**config.mk**
```make
export PLATFORM = sky130hd
export DESIGN_NAME = adc_serdes_bitslip_align_flat
export DESIGN_NICKNAME = d
export VERILOG_FILES = /design/src/rtl/adc_serdes_align_pkg.sv /design/src/rtl/adc_serdes_bitslip_align_if.sv /design/src/rtl/adc_serdes_align_lane.sv /design/src/rtl/adc_serdes_bitslip_align.sv /design/src/flat_wrapper.sv
export SDC_FILE = /design/constraint.sdc
export NUM_CORES = 1
export LEC_CHECK = 0
export BUFFER_PORTS_ARGS = -buffer_cell sky130_fd_sc_hd__buf_2
export CORE_MARGIN = 3
export CORE_UTILIZATION = 35
export DETAILED_ROUTE_END_ITERATION = 12
export GPL_ROUTABILITY_DRIVEN = 0
export HOLD_SLACK_MARGIN = 0.12
export PLACE_DENSITY = 0.56
export SYNTH_ARGS = -nofsm -noshare
export SYNTH_HDL_FRONTEND = slang
export SYNTH_HIERARCHICAL = 1
export SYNTH_SLANG_ARGS = --single-unit
```
**constraint.sdc**
```tcl
create_clock -name adc_clk -period 2.3 [get_ports adc_clk]
set_input_delay 0.115 -clock adc_clk [delete_from_list [all_inputs] [get_ports adc_clk]]
set_output_delay 0.115 -clock adc_clk [all_outputs]
set_load 0.03 [all_outputs]
```
**src/rtl/adc_serdes_align_pkg.sv**
```systemverilog
// Shared types and helpers for the ISERDES word-alignment controller.
// Lane FSM encoding, counter sizing and the default training word.
package adc_serdes_align_pkg;

  typedef enum logic [2:0] {
    ST_IDLE   = 3'd0,
    ST_CHECK  = 3'd1,
    ST_SLIP   = 3'd2,
    ST_WAIT   = 3'd3,
    ST_LOCKED = 3'd4,
    ST_FAIL   = 3'd5
  } lane_state_e;

  localparam logic [3:0] TRAIN_PATTERN_DEF = 4'b0011;

  function automatic int cnt_w(input int max_val);
    return (max_val < 1) ? 1 : $clog2(max_val + 1);
  endfunction

endpackage

```
**src/rtl/adc_serdes_bitslip_align_if.sv**
```systemverilog
// Lane data bundle between ISERDES capture and the CDC FIFO.
// master = data source/sink side, slave = alignment controller.
interface adc_serdes_bitslip_align_if #(
  parameter int NUM_LANES   = 32,
  parameter int DESER_WIDTH = 4
);

  logic [NUM_LANES*DESER_WIDTH-1:0] lane_data;
  logic [NUM_LANES*DESER_WIDTH-1:0] data_out;
  logic                             data_valid;

  modport master (
    output lane_data,
    input  data_out,
    input  data_valid
  );

  modport slave (
    input  lane_data,
    output data_out,
    output data_valid
  );

endinterface

```
**src/rtl/adc_serdes_align_lane.sv**
```systemverilog
// Per-lane bitslip alignment FSM.
// Slips until the lane shows the training word MATCH_COUNT times in a row.
module adc_serdes_align_lane
  import adc_serdes_align_pkg::*;
#(
  parameter int DESER_WIDTH = 4,
  parameter logic [DESER_WIDTH-1:0] TRAIN_PATTERN =
    DESER_WIDTH'(TRAIN_PATTERN_DEF),
  parameter int MATCH_COUNT = 16,
  parameter int SLIP_SETTLE = 3,
  parameter int MAX_SLIPS   = 8
) (
  input  logic                   clk,
  input  logic                   rst_n,
  input  logic                   train_start,
  input  logic [DESER_WIDTH-1:0] word,
  output logic                   bitslip,
  output logic                   locked,
  output logic                   failed,
  output logic                   locked_nxt,
  output logic                   busy_nxt
);

  localparam int MW = cnt_w(MATCH_COUNT);
  localparam int SW = cnt_w(MAX_SLIPS);
  localparam int WW = cnt_w(SLIP_SETTLE);

  localparam logic [MW-1:0] MATCH_LAST = MW'(MATCH_COUNT - 1);
  localparam logic [SW-1:0] SLIP_MAX   = SW'(MAX_SLIPS);
  localparam logic [WW-1:0] WAIT_LAST  = WW'(SLIP_SETTLE - 1);

  lane_state_e     state_q, state_d;
  logic [MW-1:0]   match_q, match_d;
  logic [SW-1:0]   slip_q, slip_d;
  logic [WW-1:0]   wait_q, wait_d;
  logic            bitslip_q, bitslip_d;

  always_comb begin
    state_d   = state_q;
    match_d   = match_q;
    slip_d    = slip_q;
    wait_d    = wait_q;
    bitslip_d = 1'b0;
    // restart wins over everything, including a slip decided this cycle
    if (train_start) begin
      state_d = ST_CHECK;
      match_d = '0;
      slip_d  = '0;
      wait_d  = '0;
    end else begin
      unique case (state_q)
        ST_IDLE: begin
          match_d = '0;
          slip_d  = '0;
          wait_d  = '0;
        end
        ST_CHECK: begin
          if (word == TRAIN_PATTERN) begin
            match_d = match_q + MW'(1);
            if (match_q == MATCH_LAST) state_d = ST_LOCKED;
          end else begin
            match_d = '0;
            if (slip_q == SLIP_MAX) begin
              state_d = ST_FAIL;
            end else begin
              state_d   = ST_SLIP;
              bitslip_d = 1'b1;
            end
          end
        end
        ST_SLIP: begin
          slip_d  = slip_q + SW'(1);
          wait_d  = '0;
          state_d = ST_WAIT;
        end
        ST_WAIT: begin
          if (wait_q == WAIT_LAST) begin
            wait_d  = '0;
            state_d = ST_CHECK;
          end else begin
            wait_d = wait_q + WW'(1);
          end
        end
        ST_LOCKED, ST_FAIL: begin
        end
        default: state_d = ST_IDLE;
      endcase
    end
  end

  always_ff @(posedge clk or negedge rst_n) begin
    if (!rst_n) begin
      state_q   <= ST_IDLE;
      match_q   <= '0;
      slip_q    <= '0;
      wait_q    <= '0;
      bitslip_q <= 1'b0;
    end else begin
      state_q   <= state_d;
      match_q   <= match_d;
      slip_q    <= slip_d;
      wait_q    <= wait_d;
      bitslip_q <= bitslip_d;
    end
  end

  assign bitslip    = bitslip_q;
  assign locked     = (state_q == ST_LOCKED);
  assign failed     = (state_q == ST_FAIL);
  assign locked_nxt = (state_d == ST_LOCKED);
  assign busy_nxt   = (state_d inside {ST_CHECK, ST_SLIP, ST_WAIT});

endmodule

```
**src/rtl/adc_serdes_bitslip_align.sv**
```systemverilog
// N-lane ISERDES word-alignment controller in the ADC CLKDIV domain.
// Registers lane data and reports aggregate lock/busy/done status.
module adc_serdes_bitslip_align
  import adc_serdes_align_pkg::*;
#(
  parameter int NUM_LANES   = 32,
  parameter int DESER_WIDTH = 4,
  parameter logic [DESER_WIDTH-1:0] TRAIN_PATTERN =
    DESER_WIDTH'(TRAIN_PATTERN_DEF),
  parameter int MATCH_COUNT = 16,
  parameter int SLIP_SETTLE = 3,
  parameter int MAX_SLIPS   = 8
) (
  input  logic                        adc_clk,
  input  logic                        ctrl_reset_n,
  input  logic                        train_start,
  adc_serdes_bitslip_align_if.slave   bus,
  output logic [NUM_LANES-1:0]        bitslip,
  output logic [NUM_LANES-1:0]        lane_locked,
  output logic [NUM_LANES-1:0]        lane_fail,
  output logic                        align_busy,
  output logic                        align_done
);

  localparam int DW = NUM_LANES * DESER_WIDTH;

  logic [NUM_LANES-1:0] lk_nxt;
  logic [NUM_LANES-1:0] bz_nxt;
  logic [DW-1:0]        data_q, data_d;
  logic                 valid_q, valid_d;
  logic                 busy_q, busy_d;
  logic                 done_q, done_d;

  for (genvar k = 0; k < NUM_LANES; k++) begin : g_lane
    adc_serdes_align_lane #(
      .DESER_WIDTH   (DESER_WIDTH),
      .TRAIN_PATTERN (TRAIN_PATTERN),
      .MATCH_COUNT   (MATCH_COUNT),
      .SLIP_SETTLE   (SLIP_SETTLE),
      .MAX_SLIPS     (MAX_SLIPS)
    ) u_lane (
      .clk         (adc_clk),
      .rst_n       (ctrl_reset_n),
      .train_start (train_start),
      .word        (bus.lane_data[k*DESER_WIDTH +: DESER_WIDTH]),
      .bitslip     (bitslip[k]),
      .locked      (lane_locked[k]),
      .failed      (lane_fail[k]),
      .locked_nxt  (lk_nxt[k]),
      .busy_nxt    (bz_nxt[k])
    );
  end

  // valid/busy track the lane next-states so they move with lane_locked
  always_comb begin
    data_d  = bus.lane_data;
    valid_d = &lk_nxt;
    busy_d  = |bz_nxt;
    done_d  = busy_q & ~busy_d;
  end

  always_ff @(posedge adc_clk or negedge ctrl_reset_n) begin
    if (!ctrl_reset_n) begin
      data_q  <= '0;
      valid_q <= 1'b0;
      busy_q  <= 1'b0;
      done_q  <= 1'b0;
    end else begin
      data_q  <= data_d;
      valid_q <= valid_d;
      busy_q  <= busy_d;
      done_q  <= done_d;
    end
  end

  assign bus.data_out   = data_q;
  assign bus.data_valid = valid_q;
  assign align_busy     = busy_q;
  assign align_done     = done_q;

endmodule

```
**src/flat_wrapper.sv**
```systemverilog
// flat-port wrapper written by rule: the top's interface ports become plain ports
module adc_serdes_bitslip_align_flat import adc_serdes_align_pkg::*;
#(
  parameter int NUM_LANES   = 32,
  parameter int DESER_WIDTH = 4,
  parameter logic [DESER_WIDTH-1:0] TRAIN_PATTERN =
    DESER_WIDTH'(TRAIN_PATTERN_DEF),
  parameter int MATCH_COUNT = 16,
  parameter int SLIP_SETTLE = 3,
  parameter int MAX_SLIPS   = 8
)
  (adc_clk, ctrl_reset_n, train_start, bitslip, lane_locked, lane_fail, align_busy, align_done, bus_lane_data, bus_data_out, bus_data_valid);
  adc_serdes_bitslip_align_if #(.NUM_LANES(NUM_LANES), .DESER_WIDTH(DESER_WIDTH)) bus_i ();
  input  logic adc_clk;
  input  logic ctrl_reset_n;
  input  logic train_start;
  output logic [NUM_LANES-1:0] bitslip;
  output logic [NUM_LANES-1:0] lane_locked;
  output logic [NUM_LANES-1:0] lane_fail;
  output logic align_busy;
  output logic align_done;
  input wire logic [$bits(bus_i.lane_data)-1:0] bus_lane_data;
  output wire logic [$bits(bus_i.data_out)-1:0] bus_data_out;
  output wire logic [$bits(bus_i.data_valid)-1:0] bus_data_valid;
  assign bus_i.lane_data = bus_lane_data;
  assign bus_data_out = bus_i.data_out;
  assign bus_data_valid = bus_i.data_valid;
  adc_serdes_bitslip_align #(.NUM_LANES(NUM_LANES), .DESER_WIDTH(DESER_WIDTH), .TRAIN_PATTERN(TRAIN_PATTERN), .MATCH_COUNT(MATCH_COUNT), .SLIP_SETTLE(SLIP_SETTLE), .MAX_SLIPS(MAX_SLIPS)) u_core (.adc_clk(adc_clk), .ctrl_reset_n(ctrl_reset_n), .train_start(train_start), .bus(bus_i), .bitslip(bitslip), .lane_locked(lane_locked), .lane_fail(lane_fail), .align_busy(align_busy), .align_done(align_done));
endmodule
```
# Word level (Yosys, flattened, before mapping)
# Index checks and enable logic that the tools add are counted.
[totals] latchBits=0 in_bits=131 out_inout_bits=227 mem_bits_rw=0 n_memories=0 mem_bits_ro=0 regBits=611 elab_cells=1480
[op_classes] shifts=0 bitwise=2 eq_ne=416 n_mul=0 order_cmp=0 mux=576 n_div=0 reduce_logical=226 n_addsub=96
[op_table] cell="2-to-1 mux 3 bit" n=160
[op_table] cell="== test 3 x 2 -> 1 bit, second input constant" n=128
[op_table] cell="one-hot mux 3 bit (4 select lines)" n=32
[op_table] cell="nonzero test 3 bit" n=128
[op_table] cell="2-to-1 mux 5 bit" n=64
[op_table] cell="one-hot mux 5 bit (2 select lines)" n=32
[op_table] cell="== test 3 bit, second input constant" n=96
[op_table] cell="one-hot mux 4 bit (2 select lines)" n=32
[op_table] cell="== test 3 x 1 -> 1 bit, second input constant" n=64
[op_table] cell="adder 5 x 1 -> 5 bit, second input constant" n=32
[op_table] cell="== test 5 x 4 -> 1 bit, second input constant" n=32
[op_table] cell="adder 4 x 1 -> 4 bit, second input constant" n=32
[op_table] cell="== test 4 x 2 -> 1 bit, second input constant" n=32
[op_table] cell="== test 4 bit, second input constant" n=32
[op_table] cell="2-to-1 mux 1 bit" n=128
[op_table] cell="2-to-1 mux 2 bit" n=64
[op_table] cell="2-to-1 mux 4 bit" n=32
[op_table] cell="one-hot mux 2 bit (2 select lines)" n=32
[op_table] cell="zero test 3 bit" n=32
[op_table] cell="OR reduction 3 bit" n=32
[op_table] cell="adder 2 x 1 -> 2 bit, second input constant" n=32
[op_table] cell="== test 2 bit, second input constant" n=32
[op_table] cell="OR reduction 2 bit" n=32
[op_table] cell="AND reduction 32 bit" n=1
[op_table] cell="other kinds (3)" n=3

# Depth between registers and ports, before layout
[logic_depth] ltp_word=10 depth_mapped=10 depth_no_buf=10

# Modules after synthesis
# Netlist, hierarchy kept.
[modules_own_cells] mod="adc_serdes_align_lane (u_core.g_lane[10].u_lane ...)" n_inst=31 seq_area_each_um2=375.4 area_per_inst_um2=918.4 cells_per_inst=101
[modules_own_cells] mod="adc_serdes_bitslip_align" n_inst=1 seq_area_each_um2=3278.1 area_per_inst_um2=3424.5 cells_per_inst=155
[modules_own_cells] mod="adc_serdes_align_lane (u_core.g_lane[0].u_lane)" n_inst=1 seq_area_each_um2=375.4 area_per_inst_um2=942.2 cells_per_inst=97

# Least setup slack after synthesis
# Ideal clock, no wire load.
[synth_timing] kind="register to register" startpoint="reg u_core.g_lane[0].u_lane.match_q[0]" endpoint="reg u_core.busy_q, in the netlist u_core/align_busy" path_stages_with_launch=11 slack_ns=0.198 setup_ns=0.127 required_ns=2.173 t_arrival_ns=1.975 path_cell_list="dfrtp_1 > ha_1 > and3_1 > ha_1 > inv_1 > mux2_4 > a21oi_1 > o21bai_1 > nor4_1 > nand4_1 > or2_2"
[synth_between] elab_chain_cells=8 elab_cells_between_ends=10 classes_between="4 x eq/ne; 4 x mux; 2 x reduce/logical"
[synth_rtl] element="start: declaration" line_no="adc_serdes_align_lane.sv:33" text="logic [MW-1:0] match_q, match_d;"
[synth_rtl] element="start signal: assignment" line_no="adc_serdes_align_lane.sv:100" text="match_q <= match_d;"
[synth_rtl] element="== test 5 x 4 -> 1 bit *" line_no="adc_serdes_align_lane.sv:60" text="if (match_q == MATCH_LAST) state_d = ST_LOCKED;"
[synth_rtl] element="2-to-1 mux 3 bit *" line_no="adc_serdes_align_lane.sv:60"
[synth_rtl] element="2-to-1 mux 3 bit *" line_no="adc_serdes_align_lane.sv:58" text="if (word == TRAIN_PATTERN) begin"
[synth_rtl] element="one-hot mux 3 bit (4 select lines) *" line_no="adc_serdes_align_lane.sv:51" text="unique case (state_q)"
[synth_rtl] element="2-to-1 mux 3 bit *" line_no="adc_serdes_align_lane.sv:45" text="if (train_start) begin"
[synth_rtl] element="== test 3 x 1 -> 1 bit / == test 3 x 2 -> 1 bit (equally long branches)" line_no="adc_serdes_align_lane.sv:111" text="assign busy_nxt = (state_d inside {ST_CHECK, ST_SLIP, ST_WAIT});"
[synth_rtl] element="nonzero test 3 bit *" line_no="adc_serdes_align_lane.sv:111"
[synth_rtl] element="net u_core.bz_nxt[0]" line_no="adc_serdes_bitslip_align.sv:28" text="logic [NUM_LANES-1:0] bz_nxt;"
[synth_rtl] element="OR reduction 32 bit *" line_no="adc_serdes_bitslip_align.sv:58" text="busy_d = |bz_nxt;"
[synth_rtl] element="net u_core.busy_d" line_no="adc_serdes_bitslip_align.sv:31" text="logic busy_q, busy_d;"
[synth_rtl] element="end signal: assignment" line_no="adc_serdes_bitslip_align.sv:71" text="busy_q <= busy_d;"
[synth_rtl] element="end: declaration" line_no="adc_serdes_bitslip_align.sv:31"
# The timed path passes the listed nets; every way through them passes the cells marked *.
# A chain may end at the register's enable or synchronous reset.

# Worst setup path in the final report
[layout_timing] startpoint="reg u_core.g_lane[15].u_lane.match_q[1]" endpoint="reg u_core.done_q, in the netlist u_core/align_done"
[layout_between] elab_chain_cells=10 elab_cells_between_ends=12 classes_between="4 x eq/ne; 4 x mux; 2 x bitwise; 2 x reduce/logical"
[layout_rtl] element="start: declaration" line_no="adc_serdes_align_lane.sv:33"
[layout_rtl] element="start signal: assignment" line_no="adc_serdes_align_lane.sv:100"
[layout_rtl] element="== test 5 x 4 -> 1 bit *" line_no="adc_serdes_align_lane.sv:60"
[layout_rtl] element="2-to-1 mux 3 bit *" line_no="adc_serdes_align_lane.sv:60"
[layout_rtl] element="2-to-1 mux 3 bit *" line_no="adc_serdes_align_lane.sv:58"
[layout_rtl] element="one-hot mux 3 bit (4 select lines) *" line_no="adc_serdes_align_lane.sv:51"
[layout_rtl] element="2-to-1 mux 3 bit *" line_no="adc_serdes_align_lane.sv:45"
[layout_rtl] element="== test 3 x 1 -> 1 bit / == test 3 x 2 -> 1 bit (equally long branches)" line_no="adc_serdes_align_lane.sv:111"
[layout_rtl] element="nonzero test 3 bit *" line_no="adc_serdes_align_lane.sv:111"
[layout_rtl] element="net u_core.bz_nxt[15]" line_no="adc_serdes_bitslip_align.sv:28"
[layout_rtl] element="OR reduction 32 bit *" line_no="adc_serdes_bitslip_align.sv:58"
[layout_rtl] element="NOT 1 bit *" line_no="adc_serdes_bitslip_align.sv:59" text="done_d = busy_q & ~busy_d;"
[layout_rtl] element="AND 1 bit *" line_no="adc_serdes_bitslip_align.sv:59"
[layout_rtl] element="net u_core.done_d" line_no="adc_serdes_bitslip_align.sv:32" text="logic done_q, done_d;"
[layout_rtl] element="end signal: assignment" line_no="adc_serdes_bitslip_align.sv:72" text="done_q <= done_d;"
[layout_rtl] element="end: declaration" line_no="adc_serdes_bitslip_align.sv:32"
# Marked as above.

==> reports/results.txt <==
static leakage: 0.02041 uW
Post-Place Cells: 5273
R2R setup slack: -0.07 ns
Fin. Hold Viols: 0
clk buf depth: 3
Total Power: 30250 uW
final std cells w/o fill: 5670
GR Overflow Total: 0
Sw Pwr: 8509 uW
drt drc: 0
asr flop ratio synth: 100.0%
synth warn: 6
XOR/XNOR Fraction of Synth Area: 0%
Slew @ Worst Pin: 0.5809 ns
Internal: 21750 uW
die footprint: 0.09753 mm^2
clock power share: 41.2%
violated checks: negative setup slack
max-slew violations: 0
post-synthesis cell count: 3383
Tot GR Track Use: 17.32%
Final nets: 4630
#FFs+latches synth: 611
Crit Path Class: flip-flop to flip-flop
Setup crit end kind: flip-flop
worst hold path class: primary input to flip-flop
# Max-Cap Violations: 0
Worst Setup Start Kind: flip-flop
status: complete, but fails checks
vias: 27560
Avg Cell Area, Syn: 9.706 um^2
sequential power share: 39.7%
Setup Skew: 0.01842 ns
Multi-input gate area: 0.01635 mm^2
Register Area: 0.01529 mm^2
layout cells sized above 1: 28.94%
CP required: 2.82 ns
RSZ-0062 raised after global routing: true
Die X: 312.3 um
combinational share of power: 19.1%
DR iter-0 viols: 1623
post-route clock period utilization: 103.2%
worst flop-to-flop path endpoint: u_core/align_done$_DFF_PN0_
final worst slack: -0.07355 ns
Core Area: 0.09236 mm^2
CTS tree: built
syn nets: 3642
ANT nets after route: 0
vias in the first global route: 27240
fill count: 8453
DP HPWL: 58.10 mm
router iterations before antenna repair: 5
Post-synth top flop: dfrtp_1
largest net degree at the start of global routing: 81
peak fanout along the critical path: 3
CTS buffer count: 73
mux share of post-synthesis cell area: 3.536%
post-synthesis adder-cell area fraction: 4.877%
combinational family with the most area after synthesis: simple AND/OR/NAND/NOR gates
PortBufs: 357
r2r startpoint: u_core/g_lane[15].u_lane/match_q[1]$_DFFE_PN0P_
worst skew pair latency: 0.63 ns
Die Y: 312.3 um
vias per inst: 4.861
Synth-to-Final Area Change: 36.01%
Register-to-Register Path Depth: 11
highest clock rate: 421.3 MHz
Rows: 111
Synth Area in Compound Gates: 13.59%
drt wl/cell: 15.07 um
I/O Pins: 358
clk sink count: 611
# setup viols final: 3
synth unique cells: 52
PwrDens: 677.4 mW/mm^2
Switching Fraction: 28.12%
first-pass GRT wire length: 140.5 mm
simple-gate portion of the synthesized area: 26.49%
CP endpoint: u_core/align_done$_DFF_PN0_
H-tree levels: 3
Post-synth EDFFs: 0
Worst Setup SP: u_core/g_lane[15].u_lane/match_q[1]$_DFFE_PN0P_
Synth Cell Area: 0.03284 mm^2
clk root buf: clkbuf_16
Worst-path clk slew: 0.06 ns
initial core utilization: 35.55%
worst vdd ir: 503.7 uV
Final TNS setup: -0.1230 ns
crit path time final: 2.374 ns
Finished Core Util: 48.36%
WL final: 85.46 mm
initial antenna violation count: 3
sequential share of the synthesized area: 46.56%
Slew headroom: 61.27%
critical path arrival: 2.89 ns
## power by group through the flow
stage	registers, uW	clock network (uW)	logic, uW
4_1_cts	12000	12900	5730
5_1_grt	12100	13400	6390
6_report	12000	12500	5780
3_3_place_gp	12200	0	5280
3_5_place_dp	12200	0	5310
2_1_floorplan	12400	0	2990
## critical path, stage by stage, from the launching register on
cell and delay (ns):
dfrtp_1 0.40, ha_1 0.22, and3_1 0.19, ha_1 0.20
mux2_4 0.29, o211ai_2 0.17, and2_1 0.34, nor4_4 0.05
buf_4 0.14, nand4_1 0.11, buf_4 0.12, nor3_2 0.03
## Yosys cell counts, types with 32 or more instances
| cell type | count | share of area [%] |
|---|---|---|
| nor3b_1 | 63 | 1.4 |
| mux2_2 | 32 | 1.1 |
| nand3_1 | 127 | 1.9 |
| nor3_1 | 98 | 1.5 |
| a21oi_1 | 256 | 3.9 |
| o21ai_1 | 157 | 2.4 |
| inv_1 | 226 | 2.6 |
| or3_1 | 32 | 0.61 |
| buf_2 | 125 | 1.9 |
| nand2_1 | 195 | 2.2 |
| nand3b_1 | 63 | 1.4 |
| nor2b_1 | 125 | 2.4 |
| nor2_1 | 221 | 2.5 |
| nor2_4 | 32 | 1.1 |
| o21ai_0 | 226 | 3.4 |
| and3_1 | 63 | 1.2 |
| dfrtp_1 | 611 | 47 |
| nand2b_1 | 127 | 2.4 |
| ha_1 | 128 | 4.9 |
| mux2i_1 | 32 | 0.98 |
| nor4b_2 | 32 | 1.5 |
| mux2_4 | 32 | 1.5 |
## cell usage in the layout (no fill, tap or decap), drive strengths merged, types with 13 or more instances in the layout
cell type	count
nand2b	128
or4b	31
nand2	195
a21oi	256
o211ai	31
a32oi	31
or3	32
nor2b	125
dfrtp	611
nor3	129
nor2	253
mux2	64
ha	128
nand3b	63
nand3	127
a22o	31
and3	64
mux2i	32
buf	820
and2	31
nor4b	64
nor3b	64
and3b	31
dlygate4sd3	253
clkbuf	97
bufinv	13
o21ai	414
nand4bb	32
clkinv	15
inv	231
## layout make-up
class,count,share of cell area (%)
Multi-Input combinational cell,2386,36.62
Sequential cell,611,34.24
Timing Repair Buffer,1073,17.98
Clock buffer,97,4.583
Tap cell,1243,3.482
Inverter,226,1.899
Clock inverter,33,1.191
Antenna cell,1,0.005603
## sequential cells by signal, summed over array words and instances, names as in the netlist, 32 cells and up
name                          flops
u_core/g_lane.u_lane/match_q    160
u_core/g_lane.u_lane/bitslip     32
u_core/g_lane.u_lane/wait_q      64
u_core/g_lane.u_lane/slip_q     128
u_core/bus.data_out             128
u_core/g_lane.u_lane/state_q     96
## what timing repair did
| action | CTS | global route |
|---|---|---|
| pin swaps | 19 | 28 |
| resized for setup | 32 | 64 |
| setup endpoints to repair | 3 | 3 |
| hold buffers | 255 | 0 |
| buffers inserted | 4 | 7 |
| hold endpoints to repair | 873 | 0 |
## routing by layer
metal | share of wire (%) | up-vias | track usage [%] | wire length [um]
met3 | 3.4 | 117 | 2.891 | 2948
li1 | - | 13850 | - | -
met1 | 47 | 13250 | 23.21 | 39930
met2 | 47 | 345 | 28.80 | 40500
met5 | 0 | - | 0 | 0
met4 | 2.4 | 0 | 5.018 | 2080
## worst min path at each step
stage                      start                                        endpoint  slack (ns)  cells after the start
6_report       bus_lane_data[78]               u_core/bus.data_out[78]$_DFF_PN0_        0.17                      2
5_1_grt              train_start  u_core/g_lane[29].u_lane/wait_q[1]$_DFFE_PN0P_        0.15                      4
4_1_cts         bus_lane_data[1]                u_core/bus.data_out[1]$_DFF_PN0_        0.12                      2
3_5_place_dp        ctrl_reset_n                u_core/bus.data_out[5]$_DFF_PN0_        0.06                      1
3_3_place_gp        ctrl_reset_n                u_core/bus.data_out[5]$_DFF_PN0_        0.06                      1
2_1_floorplan       ctrl_reset_n                     u_core/align_busy$_DFF_PN0_       -0.18                      0
## cell families after synthesis
kind of cell,after synthesis
AO/OA/AOI/OAI,770
adder cells (fa/ha/maj),128
buffers and inverters,386
flip-flops,611
multiplexers,96
AND/OR/NAND/NOR,1392
## per-stage QoR
| step | worst slack, ns | cell area (um^2) | hold slack, ns |
|---|---|---|---|
| final | -0.07355 | 44660 | 0.1711 |
| after floorplan | 0.1979 | 32840 | -0.1806 |
| after global placement | -0.3712 | 38990 | 0.05675 |
| after detailed placement | -0.4434 | 38990 | 0.05909 |
| after global routing | -0.1891 | 44660 | 0.1451 |
| after CTS | -0.05165 | 44320 | 0.1205 |
Power figures use the tool's default switching activity.
